[config.mk]
export PLATFORM = sky130hd
export DESIGN_NAME = hazard_ctrl
export DESIGN_NICKNAME = d
export VERILOG_FILES = /design/src/rtl/hazard_ctrl.sv
export SDC_FILE = /design/constraint.sdc
export NUM_CORES = 1
export LEC_CHECK = 0
export ABC_AREA = 1
export CORE_MARGIN = 2
export CORE_UTILIZATION = 55
export DETAILED_ROUTE_END_ITERATION = 10
export DONT_BUFFER_PORTS = 1
export PLACE_DENSITY = 0.78
export SYNTH_ARGS = -nofsm -noshare
export SYNTH_HDL_FRONTEND = slang
export SYNTH_SLANG_ARGS = --single-unit
[constraint.sdc]
create_clock -name clk -period 1.7 [get_ports clk]
set_clock_uncertainty 0.2 [all_clocks]
set_input_delay 0.34 -clock clk [delete_from_list [all_inputs] [get_ports clk]]
set_output_delay 0.34 -clock clk [all_outputs]
set_load 0.02 [all_outputs]
[src/rtl/hazard_ctrl.sv]
// Hazard and sequencing controller for the 5-stage pipe: load-use stall, taken-redirect flush, EX operand forwarding.
// The WB occupant is not tracked because the write-first register file already covers that case.
module hazard_ctrl #(
   parameter int         CNT_W  = 16,
   parameter int         RA_W   = 5,
   parameter logic [1:0] WB_MEM = 2'b01
) (
   input  logic             clk,
   input  logic             rst_n,
   input  logic             id_valid,
   input  logic [RA_W-1:0]  id_rs1,
   input  logic [RA_W-1:0]  id_rs2,
   input  logic             id_use_rs1,
   input  logic             id_use_rs2,
   input  logic [RA_W-1:0]  id_rd,
   input  logic             id_rf_wen,
   input  logic [1:0]       id_wb_sel,
   input  logic             ex_br_taken,
   input  logic             mem_stall,
   output logic             stall_pc,
   output logic             stall_id,
   output logic             flush_id,
   output logic             flush_ex,
   output logic [1:0]       fwd_a,
   output logic [1:0]       fwd_b,
   output logic [CNT_W-1:0] stall_cnt,
   output logic [CNT_W-1:0] flush_cnt
);

   logic             ex_v_r, ex_wen_r, ex_ld_r;
   logic [RA_W-1:0]  ex_rd_r;
   logic             mem_v_r, mem_wen_r;
   logic [RA_W-1:0]  mem_rd_r;
   logic [1:0]       fwd_a_r, fwd_b_r;
   logic [CNT_W-1:0] stall_cnt_r, flush_cnt_r;
   logic             lu_s, bubble_s;
   logic [1:0]       fwd_a_nxt_s, fwd_b_nxt_s;

   function automatic logic hit(input logic v, input logic wen,
                                input logic [RA_W-1:0] rd, input logic [RA_W-1:0] src);
      return v & wen & (rd != {RA_W{1'b0}}) & (rd == src);
   endfunction

   function automatic logic [1:0] fwd_sel(input logic use_src, input logic ex_hit, input logic mem_hit);
      logic [1:0] sel;
      if (use_src && ex_hit) begin
         sel = 2'b01;
      end else if (use_src && mem_hit) begin
         sel = 2'b10;
      end else begin
         sel = 2'b00;
      end
      return sel;
   endfunction

   // Load-use detection, bubble decision and next forwarding selects for the instruction entering EX.
   always_comb begin
      lu_s = id_valid & ex_ld_r &
             ((id_use_rs1 & hit(ex_v_r, ex_wen_r, ex_rd_r, id_rs1)) |
              (id_use_rs2 & hit(ex_v_r, ex_wen_r, ex_rd_r, id_rs2)));
      bubble_s    = ex_br_taken | lu_s | ~id_valid;
      fwd_a_nxt_s = 2'b00;
      fwd_b_nxt_s = 2'b00;
      if (!bubble_s) begin
         fwd_a_nxt_s = fwd_sel(id_use_rs1, hit(ex_v_r, ex_wen_r, ex_rd_r, id_rs1),
                               hit(mem_v_r, mem_wen_r, mem_rd_r, id_rs1));
         fwd_b_nxt_s = fwd_sel(id_use_rs2, hit(ex_v_r, ex_wen_r, ex_rd_r, id_rs2),
                               hit(mem_v_r, mem_wen_r, mem_rd_r, id_rs2));
      end else begin
         fwd_a_nxt_s = 2'b00;
         fwd_b_nxt_s = 2'b00;
      end
   end

   // Stall/flush priority: memory freeze, then redirect, then load-use; forced idle while in reset.
   always_comb begin
      stall_pc = 1'b0;
      stall_id = 1'b0;
      flush_id = 1'b0;
      flush_ex = 1'b0;
      if (!rst_n) begin
         stall_pc = 1'b0;
      end else if (mem_stall) begin
         stall_pc = 1'b1;
         stall_id = 1'b1;
      end else if (ex_br_taken) begin
         flush_id = 1'b1;
         flush_ex = 1'b1;
      end else if (lu_s) begin
         stall_pc = 1'b1;
         stall_id = 1'b1;
      end else begin
         stall_pc = 1'b0;
      end
   end

   // Shadow pipeline, forwarding selects and saturating counters; everything freezes under mem_stall.
   always_ff @(posedge clk or negedge rst_n) begin
      if (!rst_n) begin
         ex_v_r      <= 1'b0;
         ex_wen_r    <= 1'b0;
         ex_ld_r     <= 1'b0;
         ex_rd_r     <= {RA_W{1'b0}};
         mem_v_r     <= 1'b0;
         mem_wen_r   <= 1'b0;
         mem_rd_r    <= {RA_W{1'b0}};
         fwd_a_r     <= 2'b00;
         fwd_b_r     <= 2'b00;
         stall_cnt_r <= {CNT_W{1'b0}};
         flush_cnt_r <= {CNT_W{1'b0}};
      end else if (!mem_stall) begin
         mem_v_r   <= ex_v_r;
         mem_wen_r <= ex_wen_r;
         mem_rd_r  <= ex_rd_r;
         ex_v_r    <= ~bubble_s;
         ex_wen_r  <= id_rf_wen & ~bubble_s;
         ex_ld_r   <= (id_wb_sel == WB_MEM) & ~bubble_s;
         ex_rd_r   <= id_rd;
         fwd_a_r   <= fwd_a_nxt_s;
         fwd_b_r   <= fwd_b_nxt_s;
         if (lu_s && !ex_br_taken && (stall_cnt_r != {CNT_W{1'b1}})) begin
            stall_cnt_r <= stall_cnt_r + {{(CNT_W-1){1'b0}}, 1'b1};
         end
         if (ex_br_taken && (flush_cnt_r != {CNT_W{1'b1}})) begin
            flush_cnt_r <= flush_cnt_r + {{(CNT_W-1){1'b0}}, 1'b1};
         end
      end
   end

   assign fwd_a     = fwd_a_r;
   assign fwd_b     = fwd_b_r;
   assign stall_cnt = stall_cnt_r;
   assign flush_cnt = flush_cnt_r;

endmodule

==> flow_summary_export.csv, run 1 <==
group,metric,value,unit
route,ant_nets,0,
setup_path,crit_buf_inv,2,
cells_and_area,fin_util,81.34,%
clock_tree,cts_sinks,51,
die,placeableCoreArea,5439,sq um
setup_path,slowest_stage,"dfrtp_1",
grt,grt_pass1_wl,13830,microns
die,die_x,78.78,microns
setup_path,cp_data_arrival_time,1.74,ns
sta,slew-limit-headroom,40.90,%
status,status,"complete, but fails checks",
setup_path,critical-path-max-stage-delay,0.44,ns
synth,yosys_warnings,0,
sta,final-hold-violation-count,51,
route,firstDrtPassIters,4,
clock_tree,cts_made_buffers,5,
synth,netlist.area_leader.share,41.50,%
job,drv_cap,0,
power_and_ir_drop,peakVddDrop,1.348,mV
synth,syn-num-nets,438,
place,finalWeightedCongestion,0.9302,
power_and_ir_drop,p_total,3.608,mW
setup_path,worstSetupStartpointType,"flop",
synth,ys.flop_type,"dfrtp_1",
cells_and_area,syn_to_final_growth,43.86,%
place,port_buffers,0,
grt,gr-total-overflow,0,
cells_and_area,drive_above_1_share,36.06,%
sta,period_minus_slack,2.282,ns
synth,yosysTopAreaCell,"dfrtp_1",
synth,yosysSeqAreaShare,41.50,%
grt,track_usage,28.15,%
synth,syn_area,3075,sq um
power_and_ir_drop,powerDensity,815.6,nW/um^2
route,drc_errors,0,
synth,synthTopCellsByCount,"nand2_1, inv_1, dfrtp_1",
grt,grt_pass1_vias,3070,
die,die_area,6206,sq um
setup_path,crit_top_cell,"nand2_2",
setup_path,critPathTopFamily,"simple AND/OR/NAND/NOR gates",
clock_tree,cts_buffer_depth,2,
synth,syn_inst,411,
die,rows,27,
die,start_util,56.54,%
sta,whs,-0.4875,ns
grt,antenna_found_initial,0,
synth,synth_seq_cells,51,
sta,tightest_slew,0.8865,ns
status,violations,"negative hold slack, negative setup slack",
route,avgViaCountPerCell,5.354,
synth,synthTopCellsByArea,"dfrtp_1, nand2_1, inv_1, nand3_1, xor2_1",
synth,async_flop_share,100.0,%
setup_path,endpoint_kind,"primary output",
synth,synth_most_common_cell,"nand2_1",
grt,grt_max_degree,53,
die,io_pins,65,
power_and_ir_drop,p_leak,2.298,nW
sta,fin_tns_setup,-12.26,ns
die,die_y,78.78,microns
sta,report.final.slew_viol_count,0,
place,dp_hpwl,5758,microns
setup_path,critPathKind,"reg -> out",
synth,syn_area_per_cell,7.483,sq um
cells_and_area,fin_nets,539,
route,routed_wl,8819,microns
setup_path,critPathRequiredTime,1.16,ns
clock_tree,clk_latency,0.31,ns
clock_tree,tritoncts,"built",
cells_and_area,diodes,0,
clock_tree,clk_pin_slew,0.10,ns
route,vias,3132,
synth,synth-edff-count,0,
setup_path,crit_chain,"inv_2 > nand2_2 > nand2_2 > nand2_2 > nor2_2 > nand3_2 > nand2_4 > nand3_4 > a21oi_4 > buf_6",
route,wl_per_cell,15.08,microns
sta,fmax,438.3,MHz
sta,setup_viol,40,
clock_tree,htree_levels,2,
sta,setup_slack,-0.5818,ns
clock_tree,cts_hold_buffers,8,
sta,fin_crit_sh,134.2,%
route,drtIter0Drc,141,
synth,yosys.cell_types.count,33,
sta,rsz0062_at_grt,"true",
clock_tree,cts_root_buffer,"clkbuf_8",
setup_path,crit_fanout,5,
hold_path,hold_class,"in -> async",
-- registers in the layout, indices dropped and copies added, names as in the netlist --
name       count
ex_v_r         1
ex_ld_r        1
fwd_b          2
ex_wen_r       1
flush_cnt     16
mem_v_r        1
mem_wen_r      1
stall_cnt     16
mem_rd_r       5
ex_rd_r        5
fwd_a          2
-- area by class of cell --
type                    instances  area, sq um
fillers                       342         1015
flip-flops and latches         51         1284
repair buffers                104        919.6
inverters                      71        266.5
well taps                      72        90.09
clock buffers                   6        82.58
multi-input cells             279         1765
clock inverters                 2        16.27
-- worst paths after layout --
path | from | endpoint | cells after the start | slack (ns)
setup / recovery | ex_rd_r[4] | stall_id | 10 | -0.58
hold / removal | rst_n | mem_rd_r[3] | 0 | -0.49
setup reg to reg | ex_rd_r[4] | stall_cnt[15] | 13 | -0.48
hold reg to reg | ex_ld_r | ex_ld_r | 2 | 0.30
max in group asynchronous | rst_n | stall_cnt[2] | 0 | 1.67
min in group clk | id_valid | ex_v_r | 2 | 0.03
-- placed cells by master (no fill, tap or decap), types with 14 or more instances in the layout --
master | synthesis | routed
o21bai_1 | 16 | 16
nand2_1 | 103 | 82
inv_1 | 57 | 56
nor2_1 | 28 | 25
buf_4 | 3 | 85
inv_2 | 13 | 14
xor2_1 | 19 | 18
nand3_1 | 37 | 33
o21ai_0 | 21 | 15
dfrtp_1 | 51 | 45
-- per-layer routing --
metal	up-vias	track usage [%]	wire length, microns
met3	23	4.773	522
met4	0	8.772	222
met2	104	49.49	4577
met5	-	0	0
met1	1506	35.42	3496
li1	1499	-	-
-- worst register-to-register path: cells and delay by family (launching register included) --
kind	cells	cell delay, ns
compound gates	1	0.24
flops	1	0.44
simple gates	8	0.78
buf+inv	4	0.41
-- repair_timing --
item,CTS,global route
pin swaps,11,8
gates resized for setup,31,31
endpoints found under the hold margin,74,51
setup endpoints to repair,40,47
cloned,3,0
setup buffers,11,5
-- logic make-up after synthesis --
group / count (synthesis) / share of synthesized area, %
adders and majority gates: 2 / 0.8135
xor gates and xnor gates: 23 / 6.550
DFF: 51 / 41.50
buffers and inverters: 81 / 10.58
and+or+nand+nor: 200 / 30.23
AOI/OAI and AO/OA: 54 / 10.33
-- report_power, final --
part	switching, mW	total [mW]	internal [mW]
logic	0.712	1.33	0.615
registers	0.163	1.52	1.36
clock network	0.428	0.762	0.333
total	1.30	3.61	2.31
-- through the flow --
stage	hold slack (ns)	std cells	worst slack, ns	cell area [sq um]
6_report	-0.4875	585	-0.5818	4424
3_5_place_dp	-0.1544	552	-0.2140	3840
2_1_floorplan	-0.1556	411	-0.2402	3201
5_1_grt	-0.5094	585	-0.6661	4424
4_1_cts	-0.4994	581	-0.5307	4267
3_3_place_gp	-0.1542	552	-0.1689	3840
Power figures use the tool's default switching activity.
==> inputs of run 2 (changes only) <==
--- a/config.mk
+++ b/config.mk
@@ -10,7 +10,8 @@
 export CORE_UTILIZATION = 55
 export DETAILED_ROUTE_END_ITERATION = 10
 export DONT_BUFFER_PORTS = 1
-export PLACE_DENSITY = 0.78
+export PLACE_DENSITY = 0.75
+export SKIP_CTS_REPAIR_TIMING = 1
 export SYNTH_ARGS = -nofsm -noshare
 export SYNTH_HDL_FRONTEND = slang
 export SYNTH_SLANG_ARGS = --single-unit
==> constraint.sdc (replaced) <==
create_clock -name clk -period 2.9 [get_ports clk]
set_clock_uncertainty 0.2 [all_clocks]
set_input_delay 0.58 -clock clk [delete_from_list [all_inputs] [get_ports clk]]
set_output_delay 0.58 -clock clk [all_outputs]
set_load 0.02 [all_outputs]
==> flow_summary_export.csv, run 2 (synthesis gave the netlist of run 1 again) <==
group,metric,value,unit
clock_tree,cts_sinks,51,
route,drtIter0Drc,133,
grt,grt_max_degree,53,
route,ant_nets,0,
hold_path,hold_class,"in -> reg",
setup_path,cp_data_arrival_time,1.81,ns
place,finalWeightedCongestion,0.9263,
die,rows,27,
power_and_ir_drop,seq_power_share,58.0,%
cells_and_area,n_fill_cell,522,
setup_path,slowest_stage,"dfrtp_1",
sta,fin_tns_setup,0,ns
setup_path,critPathRequiredTime,2.12,ns
die,io_pins,65,
sta,final-hold-violation-count,0,
die,die_x,78.78,microns
clock_tree,cts_root_buffer,"clkbuf_8",
place,port_buffers,0,
status,status,"complete, no violations",
route,avgViaCountPerCell,5.295,
clock_tree,tritoncts,"built",
sta,fin_crit_sh,89.15,%
hold_path,whs_path_depth,1,
setup_path,r2r_cells,8,
die,die_area,6206,sq um
cells_and_area,layout_common_cells,"nand2_1, inv_1, dfrtp_1",
clock_tree,cts_buffer_depth,2,
cells_and_area,fin_nets,440,
route,vias,2568,
sta,rsz0062_at_grt,"false",
power_and_ir_drop,powerDensity,519.8,nW/um^2
cells_and_area,final_common_cell,"nand2_1",
setup_path,critical-path-max-stage-delay,0.42,ns
setup_path,worstSetupStartpointType,"flop",
clock_tree,htree_levels,2,
sta,fmax,386.8,MHz
setup_path,crit_buf_inv,2,
setup_path,crit_chain,"inv_2 > nand2_1 > nand2_1 > nand2_1 > nor2_1 > nand3_2 > nand2_4 > nand3_4 > a21oi_1 > buf_4",
setup_path,critPathTopFamily,"simple AND/OR/NAND/NOR gates",
power_and_ir_drop,power_frac_comb,17.5,%
grt,grt_pass1_vias,2613,
sta,report.final.slew_viol_count,0,
sta,tightest_slew,0.6250,ns
setup_path,crit_cells,10,
grt,antenna_found_initial,0,
place,place_area,3129,sq um
die,start_util,56.54,%
power_and_ir_drop,p_leak,1.664,nW
route,firstDrtPassIters,4,
die,die_y,78.78,microns
route,routed_wl,6773,microns
cells_and_area,drive_above_1_share,9.201,%
sta,period_minus_slack,2.585,ns
clock_tree,clk_pin_slew,0.09,ns
cells_and_area,syn_to_final_growth,5.818,%
power_and_ir_drop,switchingPower,0.6001,mW
grt,gr-total-overflow,0,
power_and_ir_drop,p_clk_share,24.5,%
setup_path,endpoint_kind,"primary output",
die,placeableCoreArea,5439,sq um
setup_path,crit_fanout,6,
job,drv_cap,0,
power_and_ir_drop,swShare,35.48,%
place,dp_hpwl,4925,microns
grt,grt_pass1_wl,11510,microns
clock_tree,clk_latency,0.30,ns
sta,slew-limit-headroom,58.24,%
sta,setup_viol,0,
cells_and_area,final_cell_area,3254,sq um
setup_path,crit_top_cell,"nand2_1",
power_and_ir_drop,peakVddDrop,0.5503,mV
setup_path,critPathKind,"reg -> out",
cells_and_area,diodes,0,
route,drc_errors,0,
power_and_ir_drop,internal_power,1.091,mW
power_and_ir_drop,p_total,1.692,mW
route,wl_per_cell,13.96,microns
clock_tree,cts_made_buffers,5,
grt,track_usage,23.30,%
## run 2: changes by cell type in the layout (fill, tap and decap cells not counted), sizes merged
cell and change:
buf -92, dlymetal6s4s -1, dlygate4sd3 -6, clkinvlp -1
## run 2: power groups by stage
stage               clock, mW  combinational (mW)  sequential, mW
floorplan                   0               0.240           0.964
global placement            0               0.267           0.994
detailed placement          0               0.277           0.994
CTS                     0.436               0.279           0.981
global route            0.451               0.351           0.995
finish                  0.414               0.297           0.981
## run 2: layout make-up
| type | instances | area, sq um | area share (%) |
|---|---|---|---|
| clock buffer | 6 | 82.58 | 2.537 |
| inverter | 71 | 266.5 | 8.189 |
| timing repair buffer | 5 | 60.06 | 1.845 |
| sequential | 51 | 1276 | 39.22 |
| multi-input combinational | 279 | 1474 | 45.29 |
| clock inverter | 1 | 5.005 | 0.1538 |
| tap | 72 | 90.09 | 2.768 |
## run 2: path summary, 6_finish.rpt
kind | start | slack, ns | endpoint
worst max-delay path | ex_rd_r[4] | 0.31 | stall_id
worst min-delay path | mem_stall | 0.18 | mem_v_r
worst max register to register | flush_cnt[0] | 0.46 | flush_cnt[2]
worst min register to register | ex_ld_r | 0.29 | ex_ld_r
max in group asynchronous | rst_n | 1.66 | flush_cnt[1]
min in group asynchronous | rst_n | 0.61 | fwd_a[1]
## run 2: metrics by stage
step | setup slack, ns | hold WS (ns) | utilization [%] | cells
floorplan | 0.3145 | 0.08441 | - | 411
CTS | 0.2872 | -0.2575 | 59.14 | 483
global route | 0.1475 | 0.1577 | 59.83 | 485
detailed placement | 0.4694 | 0.08565 | 57.53 | 476
global placement | 0.5499 | 0.08547 | 57.53 | 476
finish | 0.3147 | 0.1773 | 59.83 | 485
## run 2: worst register-to-register path, delay by kind of cell (launching register included)
| family | cells | cell delay, ns |
|---|---|---|
| xor+xnor | 1 | 0.17 |
| fa+ha+maj | 1 | 0.24 |
| flops | 1 | 0.54 |
| simple gates | 6 | 1.21 |
## run 2: layer usage
| layer | global-route usage [%] | vias up | share of wire, % |
|---|---|---|---|
| met2 | 40.77 | 69 | 49 |
| met1 | 28.94 | 1192 | 44 |
| li1 | - | 1303 | - |
| met3 | 5.455 | 4 | 6.3 |
| met5 | 0 | - | 0 |
| met4 | 6.316 | 0 | 0.68 |
==> inputs of run 3 (changes only) <==
==> constraint.sdc (replaced) <==
create_clock -name clk -period 2.42 [get_ports clk]
set_clock_uncertainty 0.2 [all_clocks]
set_input_delay 0.484 -clock clk [delete_from_list [all_inputs] [get_ports clk]]
set_output_delay 0.484 -clock clk [all_outputs]
set_load 0.02 [all_outputs]
==> flow_summary_export.csv, run 3 (synthesis gave the netlist of run 1 again) <==
group,metric,value,unit
clock_tree,cts_buffer_depth,2,
cells_and_area,layout_common_cells,"nand2_1, inv_1, dfrtp_1",
setup_path,cp_data_arrival_time,1.69,ns
setup_path,critPathRequiredTime,1.74,ns
status,status,"complete, no violations",
cells_and_area,drive_above_1_share,12.91,%
route,routed_wl,6800,microns
sta,whs,0.1023,ns
die,die_area,6206,sq um
setup_path,crit_fanout,5,
power_and_ir_drop,seq_power_share,48.7,%
job,drv_cap,0,
sta,fin_crit_sh,98.00,%
power_and_ir_drop,p_leak,1.731,nW
power_and_ir_drop,peakVddDrop,0.6870,mV
setup_path,critical-path-max-stage-delay,0.42,ns
setup_path,slowest_stage,"dfrtp_1",
die,die_x,78.78,microns
power_and_ir_drop,p_clk_share,26.1,%
setup_path,r2r_setup_slack,0.30,ns
place,finalWeightedCongestion,0.9798,
cells_and_area,n_fill_cell,478,
die,placeableCoreArea,5439,sq um
sta,tightest_slew,0.3865,ns
clock_tree,clk_pin_slew,0.09,ns
die,io_pins,65,
cells_and_area,diodes,0,
cells_and_area,final_common_cell,"nand2_1",
setup_path,critPathTopFamily,"simple AND/OR/NAND/NOR gates",
die,die_y,78.78,microns
sta,slew-limit-headroom,74.17,%
power_and_ir_drop,p_total,2.193,mW
power_and_ir_drop,swShare,33.30,%
grt,gr-total-overflow,0,
power_and_ir_drop,internal_power,1.463,mW
route,wl_per_cell,13.65,microns
die,rows,27,
power_and_ir_drop,power_frac_comb,25.3,%
route,avgViaCountPerCell,5.277,
place,place_area,3197,sq um
place,port_buffers,0,
clock_tree,tritoncts,"built",
route,drtIter0Drc,127,
grt,track_usage,22.95,%
sta,fin_tns_setup,0,ns
place,dp_hpwl,4966,microns
route,drc_errors,0,
route,firstDrtPassIters,4,
setup_path,crit_chain,"inv_2 > nand2_2 > nand2_1 > nand2_1 > nor2_1 > nand3_2 > nand2_4 > nand3_4 > a21oi_2 > buf_6",
grt,grt_pass1_wl,11490,microns
cells_and_area,final_cell_area,3383,sq um
grt,antenna_found_initial,0,
sta,report.final.slew_viol_count,0,
sta,final-hold-violation-count,0,
hold_path,hold_class,"in -> reg",
sta,fmax,421.6,MHz
cells_and_area,syn_to_final_growth,10.01,%
grt,grt_pass1_vias,2610,
clock_tree,htree_levels,2,
cells_and_area,fin_nets,453,
clock_tree,cts_sinks,51,
die,start_util,56.54,%
clock_tree,cts_made_buffers,5,
grt,grt_max_degree,53,
sta,period_minus_slack,2.372,ns
setup_path,worstSetupStartpointType,"flop",
setup_path,crit_buf_inv,2,
sta,setup_viol,0,
sta,rsz0062_at_grt,"true",
clock_tree,clk_latency,0.29,ns
route,ant_nets,0,
setup_path,critPathKind,"reg -> out",
setup_path,crit_top_cell,"nand2_1",
power_and_ir_drop,powerDensity,648.2,nW/um^2
route,vias,2628,
clock_tree,cts_root_buffer,"clkbuf_8",
setup_path,endpoint_kind,"primary output",
power_and_ir_drop,switchingPower,0.7303,mW
-- run 3: cell types whose count changed in the layout (fill, tap and decap cells not counted), sizes merged --
| cell | change |
|---|---|
| buf | +13 |
| bufinv | +1 |
| clkinv | -1 |
-- run 3: power by group through the flow --
stage | registers (mW) | clock network (mW) | logic, mW
after floorplan | 1.16 | 0 | 0.288
after global placement | 1.08 | 0 | 0.509
after detailed placement | 1.08 | 0 | 0.525
after CTS | 1.07 | 0.597 | 0.526
after global routing | 1.08 | 0.621 | 0.618
final | 1.07 | 0.571 | 0.554
-- run 3: path summary, 6_finish.rpt --
check                                   from  depth (start not counted)      endpoint
worst max-delay path              ex_rd_r[4]                         10      stall_id
worst min-delay path               mem_stall                          1   mem_rd_r[4]
worst max register to register  stall_cnt[1]                         10  stall_cnt[4]
worst min register to register       ex_ld_r                          2       ex_ld_r
max in group asynchronous              rst_n                          2    ex_rd_r[3]
min in group asynchronous              rst_n                          2      fwd_b[1]
-- run 3: cell type report --
type | instances | area, sq um | area share (%)
tap | 72 | 90.09 | 2.663
clock inverter | 1 | 30.03 | 0.8876
inverter | 71 | 266.5 | 7.877
sequential | 51 | 1279 | 37.80
multi-input combinational | 279 | 1484 | 43.86
clock buffer | 6 | 72.57 | 2.145
timing repair buffer | 18 | 161.4 | 4.771
-- run 3: metal layers --
layer | track usage, % | wire length [microns] | vias up
met2 | 39.15 | 3240 | 64
met5 | 0 | 0 | -
met1 | 29.76 | 3091 | 1234
li1 | - | - | 1326
met3 | 5.682 | 418 | 4
met4 | 4.737 | 50 | 0
-- run 3: per-stage QoR --
| stage | utilization, % | cells | setup slack [ns] |
|---|---|---|---|
| 5_1_grt | 62.20 | 498 | -0.06755 |
| 6_report | 62.20 | 498 | 0.04836 |
| 3_5_place_dp | 58.78 | 485 | 0.2309 |
| 4_1_cts | 60.66 | 492 | -0.04097 |
| 2_1_floorplan | - | 411 | 0.02652 |
| 3_3_place_gp | 58.78 | 485 | 0.2743 |
